File: config.mk
export PLATFORM = sky130hd
export DESIGN_NAME = klingon_scan_decoder
export DESIGN_NICKNAME = d
export VERILOG_FILES = /design/src/rtl/klingon_pkg.sv /design/src/rtl/klingon_glyph_lookup.sv /design/src/rtl/klingon_scan_decoder.sv
export SDC_FILE = /design/constraint.sdc
export NUM_CORES = 1
export LEC_CHECK = 0
export CAP_MARGIN = 20
export CELL_PAD_IN_SITES_DETAIL_PLACEMENT = 2
export CELL_PAD_IN_SITES_GLOBAL_PLACEMENT = 2
export CORE_MARGIN = 2
export CORE_UTILIZATION = 42
export DETAILED_ROUTE_END_ITERATION = 12
export HOLD_SLACK_MARGIN = 0.02
export PLACE_DENSITY = 0.82
export SLEW_MARGIN = 10
export SYNTH_ARGS = -nofsm -noshare
export SYNTH_HDL_FRONTEND = slang
export SYNTH_HIERARCHICAL = 1
export SYNTH_SLANG_ARGS = --single-unit
File: constraint.sdc
create_clock -name clk -period 5 [get_ports clk]
set_input_delay 1 -clock clk [delete_from_list [all_inputs] [get_ports clk]]
set_output_delay 1 -clock clk [all_outputs]
set_load 0.005 [all_outputs]
File: src/rtl/klingon_pkg.sv
// rtl/klingon_pkg.sv - shared Klingon glyph table, widths and scan-decoder state encoding
package klingon_pkg;

    localparam int GLYPH_W = 7;
    localparam int NIB_W   = 4;

    // Segment order a..g in bits 6..0; all-off and all-on are deliberately absent.
    localparam logic [GLYPH_W-1:0] GLYPH [0:15] = '{
        7'h7E, 7'h30, 7'h6D, 7'h79, 7'h33, 7'h5B, 7'h5F, 7'h70,
        7'h49, 7'h7B, 7'h77, 7'h1F, 7'h4E, 7'h3D, 7'h4F, 7'h47
    };

    typedef enum logic {
        COLLECT = 1'b0,
        COMPARE = 1'b1
    } state_t;

endpackage

File: src/rtl/klingon_glyph_lookup.sv
// rtl/klingon_glyph_lookup.sv - combinational segment pattern to nibble decode (blank output with KLINGON_SCAN_BLANK_EN)
module klingon_glyph_lookup
    import klingon_pkg::*;
(
    input  logic [GLYPH_W-1:0] seg_i,
    output logic [NIB_W-1:0]   nibble_o,
    output logic               illegal_o
`ifdef KLINGON_SCAN_BLANK_EN
    ,
    output logic               blank_o
`endif
);

    always_comb begin
        nibble_o  = '0;
        illegal_o = 1'b1;
`ifdef KLINGON_SCAN_BLANK_EN
        blank_o   = 1'b0;
        if (seg_i == '0) begin
            illegal_o = 1'b0;
            blank_o   = 1'b1;
        end
`endif
        for (int k = 0; k < 16; k++) begin
            if (seg_i == GLYPH[k]) begin
                nibble_o  = NIB_W'(k);
                illegal_o = 1'b0;
            end
        end
    end

endmodule

File: src/rtl/klingon_scan_decoder.sv
// rtl/klingon_scan_decoder.sv - multiplexed 7-segment scan decoder with stable-frame emission (optional blank glyph via KLINGON_SCAN_BLANK_EN)
module klingon_scan_decoder
    import klingon_pkg::*;
#(
    parameter int NUM_DIGITS    = 4,
    parameter int STABLE_FRAMES = 2
) (
    input  logic                        clk,
    input  logic                        reset_n,
    input  logic                        sample_en,
    input  logic [GLYPH_W-1:0]          seg_in,
    input  logic [NUM_DIGITS-1:0]       dig_sel,
    output logic                        out_valid,
    input  logic                        out_ready,
    output logic [NIB_W*NUM_DIGITS-1:0] frame_value,
    output logic                        frame_err,
    output logic [NUM_DIGITS-1:0]       err_mask,
    output logic                        sel_err
`ifdef KLINGON_SCAN_BLANK_EN
    ,
    output logic [NUM_DIGITS-1:0]       blank_mask
`endif
);

    localparam int         FW     = NIB_W * NUM_DIGITS;
    localparam logic [3:0] SF_CNT = 4'(STABLE_FRAMES);

    logic [NIB_W-1:0] nib_w;
    logic             ill_w;
    logic             blk_w;

    klingon_glyph_lookup u_lookup (
        .seg_i     (seg_in),
        .nibble_o  (nib_w),
        .illegal_o (ill_w)
`ifdef KLINGON_SCAN_BLANK_EN
        ,
        .blank_o   (blk_w)
`endif
    );
`ifndef KLINGON_SCAN_BLANK_EN
    assign blk_w = 1'b0;
`endif

    state_t                  state_q, state_d;
    logic [NUM_DIGITS-1:0]   cap_q, cap_d;
    logic [FW-1:0]           nib_q, nib_d, prev_nib_q, prev_nib_d, last_nib_q;
    logic [NUM_DIGITS-1:0]   ill_q, ill_d, prev_ill_q, prev_ill_d, last_ill_q;
    logic [NUM_DIGITS-1:0]   blk_q, blk_d, prev_blk_q, prev_blk_d, last_blk_q;
    logic [3:0]              stab_q, stab_d;
    logic                    emitted_q;
    logic                    out_valid_q;
    logic [FW-1:0]           frame_value_q;
    logic [NUM_DIGITS-1:0]   err_mask_q;
    logic                    sel_err_q;
`ifdef KLINGON_SCAN_BLANK_EN
    logic [NUM_DIGITS-1:0]   blank_mask_q;
    assign blank_mask = blank_mask_q;
`endif

    logic sel_ok, same_frame, new_frame, emit;

    assign sel_ok      = $onehot(dig_sel);
    assign same_frame  = (nib_q == prev_nib_q) && (ill_q == prev_ill_q) && (blk_q == prev_blk_q);
    assign out_valid   = out_valid_q;
    assign frame_value = frame_value_q;
    assign err_mask    = err_mask_q;
    assign frame_err   = |err_mask_q;
    assign sel_err     = sel_err_q;

    always_comb begin
        state_d    = state_q;
        cap_d      = cap_q;
        nib_d      = nib_q;
        ill_d      = ill_q;
        blk_d      = blk_q;
        stab_d     = stab_q;
        prev_nib_d = prev_nib_q;
        prev_ill_d = prev_ill_q;
        prev_blk_d = prev_blk_q;

        if (state_q == COMPARE) begin
            if (same_frame) begin
                if (stab_q < SF_CNT) stab_d = stab_q + 4'd1;
            end else begin
                stab_d     = 4'd1;
                prev_nib_d = nib_q;
                prev_ill_d = ill_q;
                prev_blk_d = blk_q;
            end
            cap_d   = '0;
            state_d = COLLECT;
        end

        // Applied after the COMPARE clear so a sample in that cycle opens the next frame.
        if (sample_en && sel_ok) begin
            for (int i = 0; i < NUM_DIGITS; i++) begin
                if (dig_sel[i]) begin
                    nib_d[i*NIB_W +: NIB_W] = nib_w;
                    ill_d[i] = ill_w;
                    blk_d[i] = blk_w;
                    cap_d[i] = 1'b1;
                end
            end
        end

        if (state_q == COLLECT && cap_d == '1) state_d = COMPARE;
    end

    // Next-state stability is used so a frame stabilising in COMPARE loads the outputs at that same edge.
    assign new_frame = !emitted_q || (prev_nib_d != last_nib_q) ||
                       (prev_ill_d != last_ill_q) || (prev_blk_d != last_blk_q);
    assign emit      = !out_valid_q && (stab_d == SF_CNT) && new_frame;

    always_ff @(posedge clk or negedge reset_n) begin
        if (!reset_n) begin
            state_q       <= COLLECT;
            cap_q         <= '0;
            nib_q         <= '0;
            ill_q         <= '0;
            blk_q         <= '0;
            stab_q        <= '0;
            prev_nib_q    <= '0;
            prev_ill_q    <= '0;
            prev_blk_q    <= '0;
            last_nib_q    <= '0;
            last_ill_q    <= '0;
            last_blk_q    <= '0;
            emitted_q     <= 1'b0;
            out_valid_q   <= 1'b0;
            frame_value_q <= '0;
            err_mask_q    <= '0;
            sel_err_q     <= 1'b0;
`ifdef KLINGON_SCAN_BLANK_EN
            blank_mask_q  <= '0;
`endif
        end else begin
            state_q    <= state_d;
            cap_q      <= cap_d;
            nib_q      <= nib_d;
            ill_q      <= ill_d;
            blk_q      <= blk_d;
            stab_q     <= stab_d;
            prev_nib_q <= prev_nib_d;
            prev_ill_q <= prev_ill_d;
            prev_blk_q <= prev_blk_d;

            if (sample_en && !sel_ok) sel_err_q <= 1'b1;

            if (out_valid_q && out_ready) begin
                out_valid_q <= 1'b0;
            end else if (emit) begin
                out_valid_q   <= 1'b1;
                frame_value_q <= prev_nib_d;
                err_mask_q    <= prev_ill_d;
`ifdef KLINGON_SCAN_BLANK_EN
                blank_mask_q  <= prev_blk_d;
`endif
                emitted_q     <= 1'b1;
                last_nib_q    <= prev_nib_d;
                last_ill_q    <= prev_ill_d;
                last_blk_q    <= prev_blk_d;
            end
        end
    end

endmodule

# --- Yosys cells after proc, flatten, opt, wreduce, memory -nomap -nowiden ---
# Index checks and enable logic that the tools add are counted.
totals:
  reg_bits: 80
  inputBits: 15
  output_inout_bits: 23
op_classes:
  add_sub_neg: 4
  order_cmp: 1
  eq_ne: 24
  muxes: 49
  bitwise_logic: 2
  reduce_logical: 22
ops:
  columns: ["cell", "n"]
  rows:
  - ["equality test 7 bit (second input constant)", 12]
  - ["2-to-1 mux 4 bit", 17]
  - ["2-to-1 mux 16 bit", 2]
  - ["2-to-1 mux 1 bit", 24]
  - ["equality test 7 x 6 -> 1 bit (second input constant)", 3]
  - ["equality test 16 bit", 1]
  - ["!= test 16 bit", 1]
  - ["2-to-1 mux 3 bit", 4]
  - ["AND reduction 2 bit", 5]
  - ["logical AND 1 bit", 8]
  - ["!= test 4 bit", 2]
  - ["equality test 7 x 5 -> 1 bit (second input constant)", 1]
  - ["adder 1 x 1 -> 2 bit", 2]
  - ["adder 4 x 1 -> 4 bit (second input constant)", 1]
  - ["equality test 4 x 2 -> 1 bit (second input constant)", 1]
  - ["equality test 4 bit", 1]
  - ["equality test 4 bit (second input constant)", 1]
  - ["logical NOT 4 bit", 1]
  - ["< comparator 4 x 2 -> 1 bit (second input constant)", 1]
  - ["2-to-1 mux 2 bit", 2]
  - ["OR reduction 4 bit", 1]
  - ["adder 2 x 2 -> 3 bit", 1]
  - ["equality test 3 x 1 -> 1 bit (second input constant)", 1]
  - ["logical NOT 1 bit", 3]
  - ["3 further kinds", 6]

# --- Depth between registers and ports, before layout ---
depth:
  depth_word: 17
  depth_mapped: 11
  ltp_nobuf: 11

# --- By module ---
# Netlist, hierarchy kept.
modules_own_cells:
  columns: ["mod", "n_inst", "cells_each", "area_each_um2", "seq_area_each_um2"]
  rows:
  - ["klingon_scan_decoder", 1, 338, 4100.2, 2001.9]
  - ["klingon_glyph_lookup", 1, 56, 385.4, 0.0]

# --- Worst setup path after synthesis ---
# OpenSTA, ideal clock, no wires.
synth_path:
  path_type: "in2reg"
  start: "input dig_sel[0]"
  end: "register ill_q[0]"
  setup_ns: 0.125
  t_arrival_ns: 2.787
  required_time_ns: 4.875
  path_slack_ns: 2.088
  stages: 9
  n_path_buf: 0
  cell_sequence: "inv_1 fa_1 inv_1 ha_1 ha_1 nor2_1 and3_1 nand2_1 mux2_2"
synth_between:
  elab_chain_cells: 5
synth_lines:
  columns: ["element", "line_no", "rtl"]
  rows:
  - ["start, declared", "klingon_scan_decoder.sv:12", "input logic [NUM_DIGITS-1:0] dig_sel,"]
  - ["adder 1 x 1 -> 2 bit (implied by the code)", "klingon_scan_decoder.sv:63", "assign sel_ok = $onehot(dig_sel);"]
  - ["adder 2 x 2 -> 3 bit (implied by the code)", "klingon_scan_decoder.sv:63", null]
  - ["equality test 3 x 1 -> 1 bit", "klingon_scan_decoder.sv:63", null]
  - ["logical AND 1 bit", "klingon_scan_decoder.sv:96", "if (sample_en && sel_ok) begin"]
  - ["AND reduction 2 bit (no source line) (*)", null, null]
  - ["end signal, assigned", "klingon_scan_decoder.sv:141", "ill_q <= ill_d;"]
  - ["end, declared", "klingon_scan_decoder.sv:48", "logic [NUM_DIGITS-1:0] ill_q, ill_d, prev_ill_q, prev_ill_d, last_ill_q;"]
# Every way passes the cells marked *; elsewhere a longest branch is shown, timed or not.
# A chain may end at the register's enable or synchronous reset.

# --- Worst setup path after layout ---
layout_path:
  start: "register ill_q[2]"
  end: "register err_mask_q[0] (netlist: err_mask[0])"
layout_between:
  elab_chain_cells: 11
layout_lines:
  columns: ["element", "line_no", "rtl"]
  rows:
  - ["equality test 4 bit", "klingon_scan_decoder.sv:64", "assign same_frame = (nib_q == prev_nib_q) && (ill_q == prev_ill_q) && (blk_q == prev_blk_q);"]
  - ["logical AND 1 bit (2 in a row)", "klingon_scan_decoder.sv:64", null]
  - ["2-to-1 mux 16 bit", "klingon_scan_decoder.sv:83", "if (same_frame) begin"]
  - ["2-to-1 mux 16 bit", "klingon_scan_decoder.sv:82", "if (state_q == COMPARE) begin"]
  - ["!= test 16 bit", "klingon_scan_decoder.sv:111", "assign new_frame = !emitted_q || (prev_nib_d != last_nib_q) ||"]
  - ["logical OR 1 bit (2 in a row)", "klingon_scan_decoder.sv:111", null]
  - ["logical OR 1 bit", "klingon_scan_decoder.sv:112", "(prev_ill_d != last_ill_q) || (prev_blk_d != last_blk_q);"]
  - ["logical AND 1 bit", "klingon_scan_decoder.sv:113", "assign emit = !out_valid_q && (stab_d == SF_CNT) && new_frame;"]
  - ["AND reduction 2 bit (no source line)", null, null]
  - ["end signal, assigned", "klingon_scan_decoder.sv:155", "err_mask_q <= prev_ill_d;"]
  - ["end, declared", "klingon_scan_decoder.sv:54", "logic [NUM_DIGITS-1:0] err_mask_q;"]
# Several ways; a longest one is shown, not always the timed one.

==> summary.txt <==
max-slew violation count: 0
Synthesis Warnings: 6
Final Critical Period: 3.53 ns
crit path DAT: 3.78 ns
Initial Util: 43.3%
fraction of layout instances using a drive strength above 1: 21.1%
Internal: 1.63 mW
worst slew pin tran: 1.03 ns
WHS Endpoint: sel_err
I/O Buffers: 37
Fillers: 1069
Psw: 1.17 mW
postcts setup bufs: 0
FF-to-FF Start: ill_q[2]
Post-Route WL: 13100 um
Die X: 107 um
vias in the first global route: 3708
worst hold start: sel_err
total power draw: 2.80 mW
first-pass GRT wire length: 21300 um
DR iter-0 viols: 98
Async S/R FF share, synth: 100%
sw frac: 41.8%
ys flop type: dfrtp_1
Residual DRC: 0
Seq/Total Area, Yosys: 44.6%
Leakage: 2.33 nW
status: completed
GRT Overall Usage: 24.5%
Routed wire per std cell: 23.0 um
CP Class: reg -> reg
Netlist cell types: 63
Post-Place Setup Slack: 1.21 ns
remaining global-route overflow: 0
FMAX: 0.283 GHz
CTS tree: done
Final Hold Viols: 0
EDFF count, synth: 0
Worst Skew: 0.0124 ns
Synth Instances: 394
hold crit path type: reg -> reg
via count: 3305
Post-Syn Area per Cell: 11.4 sq um
fin crit share: 70.7%
Reg2Reg Capture Point: err_mask[0]
Core ar.: 10400 sq um
TNS Setup: 0 ns
Seq cells post-synth: 80
DRT Pass-1 Iters: 4
final setup fails: 0
Clock Power Share: 17.3%
initial antenna violation count: 0
die height: 107 um
Die Area: 11500 sq um
Fin Hold WS: 0.471 ns
RSZ-0062 raised after global routing: false
clock latency on the worst-skew pair: 0.37 ns
CTS buffer count: 9
antenna-violating nets left: 0
# diodes: 0
Flop pwr share: 38.8%
Peak VDD IR: 237 uV
startpoint types: register
Slew Limit Headroom: 31.1%
Root Buffer: clkbuf_8
Row Count: 37
CP max FO: 17
Pwr Density: 544 nW/um^2
CTS Hold Bufs: 0
R2R cell count: 9
I/O pin cnt: 38
Max-Cap Viols: 0
clk slew on worst S/H paths: 0.09 ns
DP Wirelength: 9030 um
Hold Path Cell Cnt: 1
CP Launch Point: ill_q[2]
largest net degree at the start of global routing: 81
post-CTS sizing: 0
Worst Path Required: 5.25 ns
commonest non-fill, non-tap cell in the layout: dfrtp_1
Final nets: 450
commonest cells after routing, fill and taps aside: 80 x dfrtp_1, 44 x mux2_2, 36 x clkdlybuf4s50_1, 28 x inv_1, 26 x xor2_1
GP Congestion: 0.845
reg2reg setup slack: 1.47 ns
Area Overhead vs Synth: 14.6%
Comb pwr share: 44.0%
CTS sink cnt: 80
Clock Path Buffers: 2
routed vias/inst: 5.78
Worst Setup End Kind: register
post-synth net total: 413
Post-Syn Area: 4490 sq um
H-tree lvl count: 3
setup ws final: 1.47 ns
==> critical path, cell delays in order, from the launching register on <==
cell and delay (ns):
dfrtp_1 0.46, xor2_1 0.21, nor4b_1 0.53, nand4_1 0.34, nor3_1 0.29, a31oi_1 0.07
o211a_1 0.29, a21oi_4 0.42, buf_4 0.41, mux2_2 0.38
==> stage by stage <==
stage	cell area (sq um)	instances	utilization [%]
2_1_floorplan	4490	394	-
3_3_place_gp	4950	556	47.8
3_5_place_dp	4950	556	47.8
4_1_cts	5140	572	49.6
5_1_grt	5140	572	49.6
6_report	5140	572	49.6
==> flip-flops by register name, summed over array words and instances (netlist names) <==
| register | count |
|---|---|
| cap_q | 4 |
| prev_blk_q | 4 |
| ill_q | 4 |
| prev_nib_q | 16 |
| emitted_q | 1 |
| nib_q | 16 |
| sel_err | 1 |
| stab_q | 4 |
| frame_value | 16 |
| last_blk_q | 4 |
| err_mask | 4 |
| state_q | 1 |
| out_valid | 1 |
| prev_ill_q | 4 |
==> layer usage <==
metal | GRT usage (%) | vias to the layer above | share of wire (%)
met5 | 0 | - | 0
met4 | 7.97 | 0 | 1.9
met3 | 3.21 | 21 | 2.3
met2 | 41.6 | 51 | 51
met1 | 32.4 | 1746 | 45
li1 | - | 1487 | -
==> synth_stat cells (4+ instances only) <==
cell	n	area [sq um]
a21o_1	5	37.5
a21oi_1	6	30.0
a31oi_1	5	31.3
buf_2	5	25.0
buf_6	4	45.0
dfrtp_1	80	2000
inv_1	28	105
mux2_2	44	495
mux2_4	17	255
nand2_1	19	71.3
nand2b_1	4	25.0
nand3_1	9	45.0
nand4_1	6	37.5
nor2_1	17	63.8
nor2b_1	4	25.0
nor3_1	7	35.0
nor4_2	5	62.6
o21ai_0	13	65.1
o22ai_1	5	31.3
xnor2_1	19	166
xor2_1	26	228
==> worst max path at each step <==
stage	end	depth (start not counted)	slack, ns
4_1_cts	err_mask[0]	9	1.46
3_3_place_gp	state_q	12	1.44
6_report	err_mask[0]	9	1.47
5_1_grt	err_mask[0]	9	1.17
3_5_place_dp	state_q	12	1.21
2_1_floorplan	ill_q[0]	9	2.09
==> power by group through the flow <==
stage               Combinational, mW  Clock (mW)  Sequential, mW
finish                           1.23       0.483            1.08
global route                     1.33       0.524            1.11
CTS                              1.23       0.497            1.08
detailed placement               1.18           0            1.08
global placement                 1.14           0            1.06
floorplan                       0.858           0           0.987
==> final cells by class <==
class,count,area (sq um),area share [%]
repair buffers,39,383,7.45
well taps,136,170,3.31
clock inverters,5,56.3,1.10
inverters,28,105,2.04
flip-flops and latches,80,2000,38.9
clock buffers,11,131,2.56
multi-input cells,273,2290,44.6
==> cells by family (layout without fill, tap and decap cells) <==
group	count (synthesis)	count (layout)	share of synthesized area [%]
AOI/OAI and AO/OA	62	62	10.1
xor gates and xnor gates	45	45	8.79
adders and majority gates	4	4	1.28
buffers and inverters	41	83	4.24
DFF	80	80	44.6
muxes	63	63	17.2
and+or+nand+nor	99	99	13.8
Power figures use the tool's default switching activity.
